$ cat src/rtl/if_prefetch_buf_pkg.sv
// if_prefetch_buf_pkg: shared reset pc default, fetch-entry struct {pc, inst, adef} and its bit width
package if_prefetch_buf_pkg;
  localparam logic [31:0] RESET_PC_DEF = 32'h1c000000;
  typedef struct packed {
    logic [31:0] pc;
    logic [31:0] inst;
    logic        adef;
  } fetch_entry_t;
  localparam int FE_W = $bits(fetch_entry_t);
endpackage

$ cat src/rtl/if_fifo.sv
// if_fifo: synchronous circular FIFO; clk/resetn, clr flush, push/din, pop/dout, count/empty/full status
module if_fifo #(
  parameter int DEPTH = 4,
  parameter int W = 32
) (
  input  logic                           clk,
  input  logic                           resetn,
  input  logic                           clr,
  input  logic                           push,
  input  logic [W-1:0]                   din,
  input  logic                           pop,
  output logic [W-1:0]                   dout,
  output logic [$clog2(DEPTH+1)-1:0]     count,
  output logic                           empty,
  output logic                           full
);
  localparam int AW = DEPTH > 1 ? $clog2(DEPTH) : 1;
  localparam int CW = $clog2(DEPTH + 1);
  logic [W-1:0] mem [DEPTH];
  logic [AW-1:0] rp, wp;
  logic do_push, do_pop;
  assign empty = count == '0;
  assign full = count == CW'(DEPTH);
  assign do_pop = pop & ~empty;
  assign do_push = push & (~full | do_pop);
  assign dout = mem[rp];
  always_ff @(posedge clk)
    if (!resetn || clr) begin
      rp <= '0;
      wp <= '0;
      count <= '0;
    end else begin
      if (do_push) wp <= wp == AW'(DEPTH - 1) ? '0 : wp + 1'b1;
      if (do_pop) rp <= rp == AW'(DEPTH - 1) ? '0 : rp + 1'b1;
      count <= count + CW'(do_push) - CW'(do_pop);
    end
  always_ff @(posedge clk)
    if (do_push && !clr) mem[wp] <= din;
  always_ff @(posedge clk)
    if (resetn && !clr && push) assert (!full || do_pop);
endmodule

$ cat src/rtl/if_prefetch_buf.sv
// if_prefetch_buf: instruction prefetch with OUTST in-flight fetches, redirects (ex>ertn>br) on ex_*/ertn_*/br_*, sram_* fetch port, out_* decode stream with adef
module if_prefetch_buf
  import if_prefetch_buf_pkg::*;
#(
  parameter int          OUTST = 4,
  parameter int          IBUF_DEPTH = 4,
  parameter logic [31:0] RESET_PC = RESET_PC_DEF
) (
  input  logic        clk,
  input  logic        resetn,
  input  logic        ex_flush,
  input  logic [31:0] ex_pc,
  input  logic        ertn_flush,
  input  logic [31:0] ertn_pc,
  input  logic        br_taken,
  input  logic [31:0] br_target,
  output logic        sram_req,
  output logic [31:0] sram_addr,
  input  logic        sram_addr_ok,
  input  logic        sram_data_ok,
  input  logic [31:0] sram_rdata,
  output logic        out_valid,
  input  logic        out_ready,
  output logic [31:0] out_pc,
  output logic [31:0] out_inst,
  output logic        out_adef
);
  localparam int OW = $clog2(OUTST + 1);
  localparam int FW = $clog2(IBUF_DEPTH + 1);
  logic redirect, issue, drop, push_data, push_adef, misal, stall, pend_v;
  logic q_empty, q_full, f_empty, f_full;
  logic [31:0] redir_pc, pend_pc, fetch_pc, q_pc;
  logic [OW-1:0] inflight, discard_cnt;
  logic [FW-1:0] fcnt;
  fetch_entry_t f_din, f_dout;
  assign redirect = ex_flush | ertn_flush | br_taken;
  assign redir_pc = ex_flush ? ex_pc : ertn_flush ? ertn_pc : br_target;
  assign sram_addr = pend_v ? pend_pc : fetch_pc;
  assign misal = sram_addr[1:0] != 2'b00;
  assign sram_req = resetn & ~q_full & ~misal & (32'(inflight) + 32'(fcnt) < 32'(IBUF_DEPTH));
  assign issue = sram_req & sram_addr_ok;
  assign drop = redirect | (discard_cnt != '0);
  assign push_data = sram_data_ok & ~drop;
  assign push_adef = misal & ~stall & ~redirect & q_empty & ~f_full;
  assign f_din = push_adef ? fetch_entry_t'{pc: sram_addr, inst: 32'd0, adef: 1'b1}
                           : fetch_entry_t'{pc: q_pc, inst: sram_rdata, adef: 1'b0};
  assign out_valid = ~f_empty & ~redirect;
  assign out_pc = f_dout.pc;
  assign out_inst = f_dout.inst;
  assign out_adef = f_dout.adef;
  always_ff @(posedge clk)
    if (!resetn) begin
      pend_v <= 1'b1;
      pend_pc <= RESET_PC;
      fetch_pc <= RESET_PC;
      discard_cnt <= '0;
      stall <= 1'b0;
    end else if (redirect) begin
      pend_v <= 1'b1;
      pend_pc <= redir_pc;
      fetch_pc <= redir_pc;
      discard_cnt <= inflight + OW'(issue) - OW'(sram_data_ok);
      stall <= 1'b0;
    end else begin
      if (issue) begin
        pend_v <= 1'b0;
        fetch_pc <= sram_addr + 32'd4;
      end
      if (sram_data_ok && discard_cnt != '0) discard_cnt <= discard_cnt - 1'b1;
      if (push_adef) stall <= 1'b1;
    end
  if_fifo #(.DEPTH(OUTST), .W(32)) u_pcq (
    .clk(clk), .resetn(resetn), .clr(1'b0),
    .push(issue), .din(sram_addr), .pop(sram_data_ok), .dout(q_pc),
    .count(inflight), .empty(q_empty), .full(q_full)
  );
  if_fifo #(.DEPTH(IBUF_DEPTH), .W(FE_W)) u_ibuf (
    .clk(clk), .resetn(resetn), .clr(redirect),
    .push(push_data | push_adef), .din(f_din), .pop(out_valid & out_ready), .dout(f_dout),
    .count(fcnt), .empty(f_empty), .full(f_full)
  );
endmodule

$ cat config.mk
export PLATFORM = sky130hd
export DESIGN_NAME = if_prefetch_buf
export DESIGN_NICKNAME = d
export VERILOG_FILES = /design/src/rtl/if_prefetch_buf_pkg.sv /design/src/rtl/if_fifo.sv /design/src/rtl/if_prefetch_buf.sv
export SDC_FILE = /design/constraint.sdc
export NUM_CORES = 1
export LEC_CHECK = 0
export CORE_ASPECT_RATIO = 1.4
export CORE_MARGIN = 1
export CORE_UTILIZATION = 51
export DETAILED_ROUTE_END_ITERATION = 6
export PLACE_DENSITY = 0.8
export SYNTH_ARGS = -nofsm -noshare
export SYNTH_HDL_FRONTEND = slang
export SYNTH_HIERARCHICAL = 1
export SYNTH_SLANG_ARGS = --single-unit
$ cat constraint.sdc
create_clock -name clk -period 10 [get_ports clk]
set_input_delay 3 -clock clk [delete_from_list [all_inputs] [get_ports clk]]
set_output_delay 3 -clock clk [all_outputs]
set_load 0.01 [all_outputs]
==> metrics.txt <==
CTS root buf clkbuf_16; clk sinks 475; Synth Flop Type edfxtp_1; Die W 170 um; post-CTS resize count 0; status finished clean; Synth Warn # 6; pwr dens 168 nW/um2; worst r2r src pend_v; top cells by area, synth edfxtp_1 58%, mux4_2 11%, dfxtp_1 8.6%, a21oi_1 1.8%, nand2_1 1.4%; Worst Hold Launch pend_pc[22]; initial core utilization 0.522; critical path launch point type input pin; fmax 120 MHz; Required @ worst endpoint 7.00 ns; Mapped Cells 1293; register area 13400 um2; Port-buffer cells 234; CP Class in -> out; Reg2Reg Depth 12; hold slack final 0.463 ns; switching part of the total 0.212; Placeable Area 38700 um2; Critical Path Start resetn; CP Max Fanout 31; CTS buffer count 42; I/O pin cnt 235; WL/cell 21.0 um; First DRT Iteration DRCs 1039; Post-Syn Area per Cell 15.6 um2; area grow syn2layout 21.2%; r2r setup slk 6.06 ns; final hold vios 0; Total Routed Length 43.7 mm; Post-synth EDFFs 388; number of H-tree levels 2; clk_lat worst skew 0.55 ns; Hold Buf Count CTS 0; Die H 237 um; Clock Skews 0.0211 ns; crit path time final 8.31 ns; share of power burned in combinational logic 0.069; remaining global-route overflow 0; RR Endpoint u_pcq/count[2]; DRC viols 0; Crit-path slowest cell clkdlybuf4s50_1; vias per inst 5.84; Slew HR 0.230; global-route wire length before repair 67.2 mm; max-slew violation count 0; Seq/Total Area, Yosys 0.663; drt pass-1 iters 5; die area 40400 um2; Pint 0.00325 W; Crit. End Element output pin; share of cells above drive strength 1 0.157; DP Cell Count 2004; measured slew at the worst slew-check pin 1.14 ns; vias in the first global route 12126; routability cong. 0.864; Final #Nets 1684; Final Setup Violations 0; setup TNS 0 ns; fill count 2802; Post-synth ARST share 0; CTS tree yes; initial antenna violation count 0; area leader, netlist edfxtp_1; CP Cell Sequence clkdlybuf4s50_1 > buf_4 > nor4b_2 > o211a_1 > and2_1 > clkdlybuf4s50_1; area of the multi-input gates 6360 um2; deepest clock path buffer count 3; Hold Path Class reg -> reg; Crit path top cell by count clkdlybuf4s50_1; Leak Pwr 8.18 nW; Peak supply drop 0.000109 V; Tcrit/Tclk final 0.831; Synth top area share 0.577; row count 85; Clk pwr share 0.398; post-route ant nets 0; RSZ-0062 raised after global routing no; setup bufs post-CTS 0; final cell count without fillers 2081; Critical path destination sram_req; diode count 0; critical path's largest stage delay 0.54 ns; area of the mapped netlist 20200 um2; max_cap viols 0; largest net degree at the start of global routing 66; sequential power share 0.533; Arr. time, crit path 5.31 ns; CTS clk-pin slew, worst paths 0.07 ns; register bit total from synthesis 475; Net Switching 0.000872 W; gr usage total 0.218; count of cell types in the netlist 80; Vias 12145; post-detail-place hpwl 27.8 mm
==> metrics by stage <==
| stage | util | instance area, um2 | total power, W | setup slack, ns |
|---|---|---|---|---|
| after floorplan | - | 20200 | 0.00238 | 0.171 |
| after detailed placement | 0.595 | 23000 | 0.00252 | 1.71 |
| after global routing | 0.632 | 24500 | 0.00424 | 1.60 |
| after CTS | 0.632 | 24500 | 0.00414 | 1.70 |
| after global placement | 0.595 | 23000 | 0.00251 | 1.71 |
| final | 0.632 | 24500 | 0.00412 | 1.69 |
==> cell families after synthesis <==
logic type                 Yosys count  synth area share
adders and majority gates           22            0.0147
and+or+nand+nor                    290            0.0784
other                                1          0.000186
AOI/OAI and AO/OA                  241            0.0788
buffers and inverters              106            0.0252
DFF                                475             0.663
muxes                              145             0.134
xor gates and xnor gates            13           0.00564
==> cell usage in the layout (no fill, tap or decap), types with 7 or more instances in the layout <==
| cell | n |
|---|---|
| mux2_2 | 16 |
| nand4_1 | 16 |
| or3_1 | 7 |
| nand3_1 | 16 |
| edfxtp_1 | 388 |
| o31ai_1 | 11 |
| clkdlybuf4s50_1 | 233 |
| clkbuf_16 | 50 |
| a31oi_1 | 10 |
| a22oi_1 | 25 |
| mux2_1 | 13 |
| mux4_2 | 97 |
| mux2i_1 | 19 |
| ha_1 | 19 |
| nor3b_2 | 9 |
| nor2b_1 | 40 |
| o211a_1 | 9 |
| a21oi_1 | 74 |
| and2_1 | 9 |
| nor2_1 | 58 |
| o21ai_0 | 53 |
| buf_4 | 21 |
| nand3b_1 | 7 |
| nor3_1 | 14 |
| inv_1 | 33 |
| dfxtp_1 | 83 |
| xnor2_1 | 11 |
| nand2_1 | 75 |
==> critical path, delay by kind of cell <==
| family | cells | cell delay (ns) |
|---|---|---|
| buffers and inverters | 3 | 1.32 |
| AND/OR/NAND/NOR | 2 | 0.55 |
| AO/OA/AOI/OAI | 1 | 0.43 |
==> metal layers <==
metal / up-vias / global-route usage / share of wire / routed length, um
met3: 66 / 0.0323 / 0.054 / 2360
met1: 6057 / 0.276 / 0.41 / 17800
met2: 484 / 0.379 / 0.51 / 22200
met5: - / 0 / 0 / 0
met4: 0 / 0.0852 / 0.031 / 1370
li1: 5538 / - / - / -
==> worst min path at each step <==
stage	endpoint	cells after the start	slack, ns
after global routing	pend_pc[22]	2	0.49
final	pend_pc[22]	2	0.46
after floorplan	pend_pc[22]	2	0.44
after CTS	pend_pc[22]	2	0.46
after global placement	pend_pc[22]	2	0.44
after detailed placement	pend_pc[22]	2	0.45
==> state kept, by name (all words and copies together) (netlist names), named ones only <==
register,cells
pend_pc,32
stall,1
u_pcq/count,3
discard_cnt,3
u_ibuf/rp,2
u_pcq/mem,128
fetch_pc,32
u_ibuf/mem,260
pend_v,1
u_pcq/rp,2
u_ibuf/count,3
u_ibuf/wp,2
u_pcq/wp,2
==> synthesized netlist by cell type, types with 20 or more instances <==
cell	count
a21oi_1	74
a22oi_1	25
buf_2	20
clkbuf_1	30
dfxtp_1	87
edfxtp_1	388
inv_1	33
mux4_2	97
nand2_1	75
nor2_1	58
nor2b_1	41
o21ai_0	53
==> final cells by class <==
cell class / instances / share of cell area
clock buffer: 58 / 0.0532
clock inverter: 19 / 0.00537
inverter: 35 / 0.00537
multi-input combinational: 717 / 0.260
sequential: 475 / 0.548
tap: 522 / 0.0267
timing repair buffer: 255 / 0.102
==> power by group through the flow <==
stage | combinational (W) | sequential, W | clock [W]
after global placement | 0.000274 | 0.00223 | 0
after CTS | 0.000286 | 0.00219 | 0.00166
after detailed placement | 0.000283 | 0.00224 | 0
after floorplan | 0.000153 | 0.00223 | 0
after global routing | 0.000310 | 0.00220 | 0.00173
final | 0.000286 | 0.00219 | 0.00164
(Power assumes the default switching activity.)
